**src/rtl/main_memory_arbiter_if.sv**
```systemverilog
// Bus bundle between NUM_REQ requesters, the arbiter and main memory.
// slave = arbiter view, master = requester/memory environment view.
interface main_memory_arbiter_if #(
    parameter int NUM_REQ       = 2,
    parameter int DATA_WIDTH    = 32,
    parameter int ADDRESS_WIDTH = 32,
    parameter int MSG_BITS      = 4
);
    logic [NUM_REQ*MSG_BITS-1:0]      req_msg;
    logic [NUM_REQ*ADDRESS_WIDTH-1:0] req_address;
    logic [NUM_REQ*DATA_WIDTH-1:0]    req_data;
    logic [NUM_REQ*MSG_BITS-1:0]      resp_msg;
    logic [NUM_REQ*ADDRESS_WIDTH-1:0] resp_address;
    logic [NUM_REQ*DATA_WIDTH-1:0]    resp_data;
    logic [NUM_REQ-1:0]               grant;
    logic [MSG_BITS-1:0]              arb2mem_msg;
    logic [ADDRESS_WIDTH-1:0]         arb2mem_address;
    logic [DATA_WIDTH-1:0]            arb2mem_data;
    logic [MSG_BITS-1:0]              mem2arb_msg;
    logic [ADDRESS_WIDTH-1:0]         mem2arb_address;
    logic [DATA_WIDTH-1:0]            mem2arb_data;

    modport slave (
        input  req_msg, req_address, req_data,
        input  mem2arb_msg, mem2arb_address, mem2arb_data,
        output resp_msg, resp_address, resp_data, grant,
        output arb2mem_msg, arb2mem_address, arb2mem_data
    );

    modport master (
        output req_msg, req_address, req_data,
        output mem2arb_msg, mem2arb_address, mem2arb_data,
        input  resp_msg, resp_address, resp_data, grant,
        input  arb2mem_msg, arb2mem_address, arb2mem_data
    );
endinterface

```
**src/rtl/main_memory_arbiter.sv**
```systemverilog
// Round-robin arbiter sharing one main memory port among NUM_REQ requesters.
// Optional watchdog enabled by defining ARB_TIMEOUT_EN.
module main_memory_arbiter #(
    parameter int                   NUM_REQ        = 2,
    parameter int                   DATA_WIDTH     = 32,
    parameter int                   ADDRESS_WIDTH  = 32,
    parameter int                   MSG_BITS       = 4,
    parameter logic [MSG_BITS-1:0]  NO_REQ_MSG     = '0,
    parameter int                   TIMEOUT_CYCLES = 1000
) (
    input  logic                 clock,
    input  logic                 reset,
    main_memory_arbiter_if.slave bus,
    output logic                 timeout_error
);
    localparam int PTR_W = (NUM_REQ > 1) ? $clog2(NUM_REQ) : 1;

    typedef enum logic {IDLE, BUSY} state_t;

    state_t                   state, state_next;
    logic [NUM_REQ-1:0]       grant_q, grant_next;
    logic [PTR_W-1:0]         rr_ptr, ptr_next;
    logic [MSG_BITS-1:0]      msg_q, msg_next;
    logic [ADDRESS_WIDTH-1:0] address_q, address_next;
    logic [DATA_WIDTH-1:0]    data_q, data_next;

    logic [NUM_REQ-1:0]       requesting;
    logic                     found;
    logic [PTR_W-1:0]         winner;
    logic [PTR_W:0]           cand;
    logic [MSG_BITS-1:0]      sel_msg;
    logic [ADDRESS_WIDTH-1:0] sel_address;
    logic [DATA_WIDTH-1:0]    sel_data;

`ifdef ARB_TIMEOUT_EN
    logic [31:0] cycle_count, count_next;
    logic        error_q, error_next;
`endif

    always_comb begin
        requesting = '0;
        for (int i = 0; i < NUM_REQ; i++) begin
            requesting[i] = bus.req_msg[i*MSG_BITS +: MSG_BITS] != NO_REQ_MSG;
        end
    end

    // Scan rr_ptr+1, rr_ptr+2, ... with wrap; first requester found wins.
    always_comb begin
        found  = 1'b0;
        winner = '0;
        cand   = '0;
        for (int k = 1; k <= NUM_REQ; k++) begin
            cand = (PTR_W+1)'(rr_ptr) + (PTR_W+1)'(k);
            if (cand >= (PTR_W+1)'(NUM_REQ)) begin
                cand = cand - (PTR_W+1)'(NUM_REQ);
            end
            if (!found && requesting[cand[PTR_W-1:0]]) begin
                found  = 1'b1;
                winner = cand[PTR_W-1:0];
            end
        end
    end

    always_comb begin
        sel_msg     = NO_REQ_MSG;
        sel_address = '0;
        sel_data    = '0;
        for (int i = 0; i < NUM_REQ; i++) begin
            if (winner == PTR_W'(i)) begin
                sel_msg     = bus.req_msg[i*MSG_BITS +: MSG_BITS];
                sel_address = bus.req_address[i*ADDRESS_WIDTH +: ADDRESS_WIDTH];
                sel_data    = bus.req_data[i*DATA_WIDTH +: DATA_WIDTH];
            end
        end
    end

    always_comb begin
        state_next   = state;
        grant_next   = grant_q;
        ptr_next     = rr_ptr;
        msg_next     = msg_q;
        address_next = address_q;
        data_next    = data_q;
`ifdef ARB_TIMEOUT_EN
        count_next   = cycle_count;
        error_next   = error_q;
`endif
        unique case (state)
            IDLE: begin
                if (found) begin
                    state_next   = BUSY;
                    grant_next   = NUM_REQ'(1) << winner;
                    ptr_next     = winner;
                    msg_next     = sel_msg;
                    address_next = sel_address;
                    data_next    = sel_data;
`ifdef ARB_TIMEOUT_EN
                    count_next   = '0;
`endif
                end
            end
            BUSY: begin
                if (bus.mem2arb_msg != NO_REQ_MSG) begin
                    state_next = IDLE;
                    msg_next   = NO_REQ_MSG;
                end
`ifdef ARB_TIMEOUT_EN
                else if (cycle_count + 32'd1 == 32'(TIMEOUT_CYCLES)) begin
                    // Abandon the owner; rr_ptr keeps it so others go next.
                    state_next = IDLE;
                    msg_next   = NO_REQ_MSG;
                    grant_next = '0;
                    error_next = 1'b1;
                end else begin
                    count_next = cycle_count + 32'd1;
                end
`endif
            end
            default: state_next = IDLE;
        endcase
    end

    always_ff @(posedge clock) begin
        if (reset) begin
            state     <= IDLE;
            grant_q   <= '0;
            rr_ptr    <= PTR_W'(NUM_REQ - 1);
            msg_q     <= NO_REQ_MSG;
            address_q <= '0;
            data_q    <= '0;
        end else begin
            state     <= state_next;
            grant_q   <= grant_next;
            rr_ptr    <= ptr_next;
            msg_q     <= msg_next;
            address_q <= address_next;
            data_q    <= data_next;
        end
    end

`ifdef ARB_TIMEOUT_EN
    always_ff @(posedge clock) begin
        if (reset) begin
            cycle_count <= '0;
            error_q     <= 1'b0;
        end else begin
            cycle_count <= count_next;
            error_q     <= error_next;
        end
    end

    assign timeout_error = error_q;
`else
    assign timeout_error = 1'b0;
`endif

    assign bus.grant           = grant_q;
    assign bus.arb2mem_msg     = msg_q;
    assign bus.arb2mem_address = address_q;
    assign bus.arb2mem_data    = data_q;

    // Grant persists after completion, so late response beats reach the owner.
    always_comb begin
        bus.resp_msg     = '0;
        bus.resp_address = '0;
        bus.resp_data    = '0;
        for (int i = 0; i < NUM_REQ; i++) begin
            bus.resp_msg[i*MSG_BITS +: MSG_BITS] =
                grant_q[i] ? bus.mem2arb_msg : NO_REQ_MSG;
            bus.resp_address[i*ADDRESS_WIDTH +: ADDRESS_WIDTH] =
                grant_q[i] ? bus.mem2arb_address : '0;
            bus.resp_data[i*DATA_WIDTH +: DATA_WIDTH] =
                grant_q[i] ? bus.mem2arb_data : '0;
        end
    end
endmodule

```
**src/flat_wrapper.sv**
```systemverilog
// flat-port wrapper written by rule: the top's interface ports become plain ports
module main_memory_arbiter_flat 
#(
    parameter int                   NUM_REQ        = 2,
    parameter int                   DATA_WIDTH     = 32,
    parameter int                   ADDRESS_WIDTH  = 32,
    parameter int                   MSG_BITS       = 4,
    parameter logic [MSG_BITS-1:0]  NO_REQ_MSG     = '0,
    parameter int                   TIMEOUT_CYCLES = 1000
)
  (clock, reset, timeout_error, bus_req_msg, bus_req_address, bus_req_data, bus_mem2arb_msg, bus_mem2arb_address, bus_mem2arb_data, bus_resp_msg, bus_resp_address, bus_resp_data, bus_grant, bus_arb2mem_msg, bus_arb2mem_address, bus_arb2mem_data);
  main_memory_arbiter_if #(.NUM_REQ(NUM_REQ), .DATA_WIDTH(DATA_WIDTH), .ADDRESS_WIDTH(ADDRESS_WIDTH), .MSG_BITS(MSG_BITS)) bus_i ();
  input  logic clock;
  input  logic reset;
  output logic timeout_error;
  input wire logic [$bits(bus_i.req_msg)-1:0] bus_req_msg;
  input wire logic [$bits(bus_i.req_address)-1:0] bus_req_address;
  input wire logic [$bits(bus_i.req_data)-1:0] bus_req_data;
  input wire logic [$bits(bus_i.mem2arb_msg)-1:0] bus_mem2arb_msg;
  input wire logic [$bits(bus_i.mem2arb_address)-1:0] bus_mem2arb_address;
  input wire logic [$bits(bus_i.mem2arb_data)-1:0] bus_mem2arb_data;
  output wire logic [$bits(bus_i.resp_msg)-1:0] bus_resp_msg;
  output wire logic [$bits(bus_i.resp_address)-1:0] bus_resp_address;
  output wire logic [$bits(bus_i.resp_data)-1:0] bus_resp_data;
  output wire logic [$bits(bus_i.grant)-1:0] bus_grant;
  output wire logic [$bits(bus_i.arb2mem_msg)-1:0] bus_arb2mem_msg;
  output wire logic [$bits(bus_i.arb2mem_address)-1:0] bus_arb2mem_address;
  output wire logic [$bits(bus_i.arb2mem_data)-1:0] bus_arb2mem_data;
  assign bus_i.req_msg = bus_req_msg;
  assign bus_i.req_address = bus_req_address;
  assign bus_i.req_data = bus_req_data;
  assign bus_i.mem2arb_msg = bus_mem2arb_msg;
  assign bus_i.mem2arb_address = bus_mem2arb_address;
  assign bus_i.mem2arb_data = bus_mem2arb_data;
  assign bus_resp_msg = bus_i.resp_msg;
  assign bus_resp_address = bus_i.resp_address;
  assign bus_resp_data = bus_i.resp_data;
  assign bus_grant = bus_i.grant;
  assign bus_arb2mem_msg = bus_i.arb2mem_msg;
  assign bus_arb2mem_address = bus_i.arb2mem_address;
  assign bus_arb2mem_data = bus_i.arb2mem_data;
  main_memory_arbiter #(.NUM_REQ(NUM_REQ), .DATA_WIDTH(DATA_WIDTH), .ADDRESS_WIDTH(ADDRESS_WIDTH), .MSG_BITS(MSG_BITS), .NO_REQ_MSG(NO_REQ_MSG), .TIMEOUT_CYCLES(TIMEOUT_CYCLES)) u_core (.clock(clock), .reset(reset), .bus(bus_i), .timeout_error(timeout_error));
endmodule
```
**config.mk**
```make
export PLATFORM = sky130hd
export DESIGN_NAME = main_memory_arbiter_flat
export DESIGN_NICKNAME = d
export VERILOG_FILES = /design/src/rtl/main_memory_arbiter_if.sv /design/src/rtl/main_memory_arbiter.sv /design/src/flat_wrapper.sv
export SDC_FILE = /design/constraint.sdc
export NUM_CORES = 1
export LEC_CHECK = 0
export ABC_AREA = 1
export BUFFER_PORTS_ARGS = -buffer_cell sky130_fd_sc_hd__buf_4
export CAP_MARGIN = 20
export CORE_AREA = 4 4 159 161
export DETAILED_ROUTE_END_ITERATION = 16
export DIE_AREA = 0 0 163 165
export HOLD_SLACK_MARGIN = 0.12
export PLACE_DENSITY = 0.52
export SETUP_SLACK_MARGIN = 0.02
export SLEW_MARGIN = 20
export SYNTH_ARGS = -nofsm -noshare
export SYNTH_HDL_FRONTEND = slang
export SYNTH_SLANG_ARGS = --single-unit
export TNS_END_PERCENT = 20
```
**constraint.sdc**
```tcl
create_clock -name clock -period 1.5 [get_ports clock]
set_input_delay 0.15 -clock clock [delete_from_list [all_inputs] [get_ports clock]]
set_output_delay 0.15 -clock clock [all_outputs]
set_load 0.02 [all_outputs]
```
Word level (Yosys, flattened, before mapping). Index checks and enable logic that the tools add are counted.

Bits in registers: 72. Bits in latches: 0. RAM bits: 0. ROM bits: 0. Bits of input ports: 206. Output and inout bits: 207. Logic and storage cells: 50. Memories kept: 0.

$add $sub $neg: 4. Multiply operators: 0. Div/mod/pow operators: 0. $lt $le $gt $ge: 4. Equality and inequality tests: 2. Shifts and indexed selects: 1. Multiplexer cells: 25. Bitwise logic cells: 1. Reduce and logical (&&, ||, !) cells: 7.

Operators with widths (number): $mux 32 (6); $mux 4 (5); $mux 1 (12); $reduce_bool 4->1 (3); $pmux 4 s2 (1); $ge 2x2->1 const B (2); $lt 1x2->1 const B (2); $reduce_and 2->1 (2); $add 1x1->2 const B (1); $add 1x2->2 const B (1); $ne 2x1->1 const B (1); $ne 2x2->1 const B (1); $pmux 1 s2 (1); $shl 1x1->2 const A (1); $sub 1x1->1 const B (2); $logic_and 1x1->1 (1); $logic_not 1->1 (1); $not 1->1 (1).

Logic depth before layout (Yosys ltp).
Word-level depth: 12. Gate-level depth with buffers: 10. Gate-level depth less buffers: 8.

Worst setup path before layout. No wires, ideal clock.

Path type: reg2out. From: register u_core.grant_q[0], in the netlist u_core.bus.grant[0]. To: output bus_resp_address[17]. Arrival: 1.406 ns. Data required time: 1.350 ns. Setup slack: -0.056 ns. Stages on the path, launching flop included: 6. Buffers on the path: 3. Cells stage by stage: dfxtp_1 > clkbuf_1 > clkbuf_1 > buf_1 > nand2_1 > inv_1.

Word-level cells in the longest chain between the ends: 1.

RTL lines: start: declaration (RTL line main_memory_arbiter.sv:21) `logic [NUM_REQ-1:0] grant_q, grant_next;`; start signal: assignment (RTL line main_memory_arbiter.sv:133) `grant_q <= grant_next;`; $mux 32 (RTL line main_memory_arbiter.sv:171) `grant_q[i] ? bus.mem2arb_address : '0;`; end: declaration (RTL line flat_wrapper.sv:23) `output wire logic [$bits(bus_i.resp_address)-1:0] bus_resp_address;`.

Every way passes these cells.

Worst setup path in the final report.
From: register u_core.grant_q[1], in the netlist u_core.bus.grant[1]. To: output bus_resp_data[46].

Word-level cells in the longest chain between the ends: 1.

RTL lines: $mux 32 (RTL line main_memory_arbiter.sv:173) `grant_q[i] ? bus.mem2arb_data : '0;`; end: declaration (RTL line flat_wrapper.sv:24) `output wire logic [$bits(bus_i.resp_data)-1:0] bus_resp_data;`.

Every way passes these cells.

==> summary.md <==
| Metric | Value |
|---|---|
| Status | `finished clean` |
| Dpl hpwl | `20,200 um` |
| Chip width | `163 um` |
| Unrepaired setup endpoints after global routing | `yes` |
| Wire per inst | `15.9 um` |
| EDFF count, synth | `0` |
| Largest family of logic cells by synthesized area | `simple AND/OR/NAND/NOR gates` |
| Initial Util | `19.1%` |
| Compound-Gate Fraction of Synth Area | `7.84%` |
| PwrDens | `858 nW/um^2` |
| Post-layout min period | `1410 ps` |
| CTS Buf Count | `9` |
| Critical Path Start Type | `flip-flop` |
| CP max stage delay | `360 ps` |
| Post-Synth Simple-Gate Area | `43.1%` |
| Final Util | `36.1%` |
| Worst Path Arrival | `1260 ps` |
| CTS max path bufs | `2` |
| Post-synth top area share | `32.9%` |
| Synth Cell Area | `4580 um^2` |
| Pre-antenna DRT Iters | `4` |
| Vias in the first global route | `5,908` |
| Hold Violations, Final | `0` |
| Clock latency on the worst-skew pair | `340 ps` |
| Async set-reset flop share out of synthesis | `0%` |
| Post-layout instance area | `8650 um^2` |
| CP Cell Sequence | `buf_12 > buf_4 > nand2_1 > inv_1 > buf_6` |
| Routed Antenna Nets | `0` |
| Synth area leader | `nand2_1` |
| CTS Sinks | `72` |
| Total power | `7430 uW` |
| Die Area | `26,900 um^2` |
| Final worst setup slack | `93.1 ps` |
| Grt ovf | `0` |
| H-tree depth | `3` |
| Crit path max fanout | `6` |
| Core area | `24,000 um^2` |
| DRC viols | `0` |
| Crit Path Category | `reg2out` |
| Final Setup Violations | `0` |
| Avg Inst Size Synth | `5.45 um^2` |
| Syn Inst Count | `840` |
| Gpl congestion | `0.827` |
| Sequential-to-total area share from yosys stat | `31.5%` |
| Mapped Nets | `1,046` |
| Fmax achieved | `711 MHz` |
| DR vias/cell | `4.07` |
| Core Rows | `57` |
| Final nets | `1,441` |
| Area of placed instances | `8190 um^2` |
| Die Y | `165 um` |
| Root Buffer | `clkbuf_16` |
| Drt total wl | `24,900 um` |
| Worst-path clk slew | `60 ps` |
| Largest net degree at the start of global routing | `60` |
| Final cycle utilization of the critical path | `93.8%` |
| Via count | `6,366` |
| Area Overhead vs Synth | `88.9%` |
| CTS tree | `done` |
| Post-synthesis mux area share | `0%` |
| Port Buf Inserts | `411` |
| Initial antenna violation count | `0` |
| Tot GR Track Use | `17.2%` |
| Worst min path class | `in2reg` |
| Synth warnings | `0` |
| Slowest CP cell | `dfxtp_4` |
| Synth cell count leaders | `402 x nand2_1, 142 x inv_1, 75 x nand3_1, 72 x dfxtp_1, 70 x a21oi_1` |
| Required @ worst endpoint | `1350 ps` |
| Antenna cells | `0` |
| Post-synth top flop | `dfxtp_1` |
| Adder-cell share of the synthesized area | `0%` |
| Synth Area in XOR/XNOR | `0%` |
| Most frequent cell after synthesis | `nand2_1` |
| Synth area leaders | `nand2_1 33%, dfxtp_1 31%, inv_1 12%, nand3_1 8.2%, a21oi_1 7.6%` |
| Max_cap viols | `0` |
| Worst Skew | `10.2 ps` |
| Iteration-0 DRC Markers | `305` |
| Pre-CTS setup slack | `4.48 ps` |
| Netlist cell types | `15` |
| Flops & latches, synth | `72` |
| Pins Over Slew Limit | `0` |
| Layout cells sized above 1 | `38.3%` |
| Ports | `413` |
| CP delay by family, top | `buffers and inverters` |
| First-pass GRT wire length | `35,400 um` |
| LEAKAGE | `0.00545 uW` |
| Final setup TNS | `0 ps` |
| Worst setup EP type | `output pin` |
| Buf/Inv on CP | `4` |
| Max IR drop VDD | `0.000608 V` |
[metal layers]
layer	global-route usage, %	routed length [um]
met4	3.77	314
met5	0	0
met1	18.0	9070
met2	33.1	13200
met3	6.06	2310
[final cells by class]
type	count	area, um^2
fillers	2635	15300
repair buffers	444	3580
multi-input cells	566	2360
flip-flops and latches	72	1450
inverters	142	533
well taps	324	405
clock buffers	10	239
clock inverters	5	81.3
[worst paths after layout]
path / start / to / slack, ps / depth (start not counted)
setup reg to reg: u_core.rr_ptr / u_core.bus.arb2mem_address[19] / 220 / 7
hold / removal: bus_mem2arb_msg[0] / u_core.state / 130 / 4
hold reg to reg: u_core.bus.arb2mem_data[27] / u_core.bus.arb2mem_data[27] / 460 / 2
setup / recovery: u_core.bus.grant[1] / bus_resp_data[46] / 90 / 5
[cells by family (layout without fill, tap and decap cells)]
| kind of cell | Yosys count | count (layout) |
|---|---|---|
| compound gates | 71 | 71 |
| buf+inv | 202 | 601 |
| flops | 72 | 72 |
| other cells | 1 | 1 |
| simple gates | 494 | 494 |
[worst register-to-register path: stages (launching register included)]
cell and delay, ps:
dfxtp_1 350, nand2_2 130, nand2_2 150, buf_12 200, nand2_1 100, nand2_1 100, nand2_1 60, a21oi_1 110
[cells in the final DEF, fill, tap and decap left out, drive strengths merged]
| cell type | n |
|---|---|
| dfxtp | 72 |
| inv | 142 |
| clkinvlp | 1 |
| nand2 | 405 |
| conb | 1 |
| buf | 443 |
| o21ai | 1 |
| clkinv | 2 |
| clkbuf | 11 |
| nand3 | 75 |
| nand3b | 4 |
| bufinv | 2 |
| a21oi | 70 |
| nor2 | 10 |
[stage by stage]
| stage | hold slack (ps) | cells |
|---|---|---|
| after floorplan | 337 | 840 |
| after global placement | 452 | 1543 |
| after detailed placement | 456 | 1543 |
| after CTS | 128 | 1559 |
| after global routing | 143 | 1563 |
| final | 135 | 1563 |
[sequential cells by signal, summed over array words and instances, names as in the netlist]
name                        count
u_core.bus.arb2mem_data        32
u_core.bus.grant                2
u_core.state                    1
u_core.bus.arb2mem_address     32
u_core.bus.arb2mem_msg          4
u_core.rr_ptr                   1
[what timing repair did]
item / CTS / global route
buffers inserted: 1 / 3
gates cloned: 0 / 1
endpoints found under the setup margin: 72 / 61
gates resized for setup: 14 / 9
hold buffers: 0 / 0
[power breakdown]
part	leakage [uW]	total [uW]	switching, uW	internal [uW]
Clock	0.000155	2380	882	1490
Sequential	0.000596	2200	106	2090
Combinational	0.00470	2860	1580	1270
Note: power is estimated with default switching activity, not from simulation.
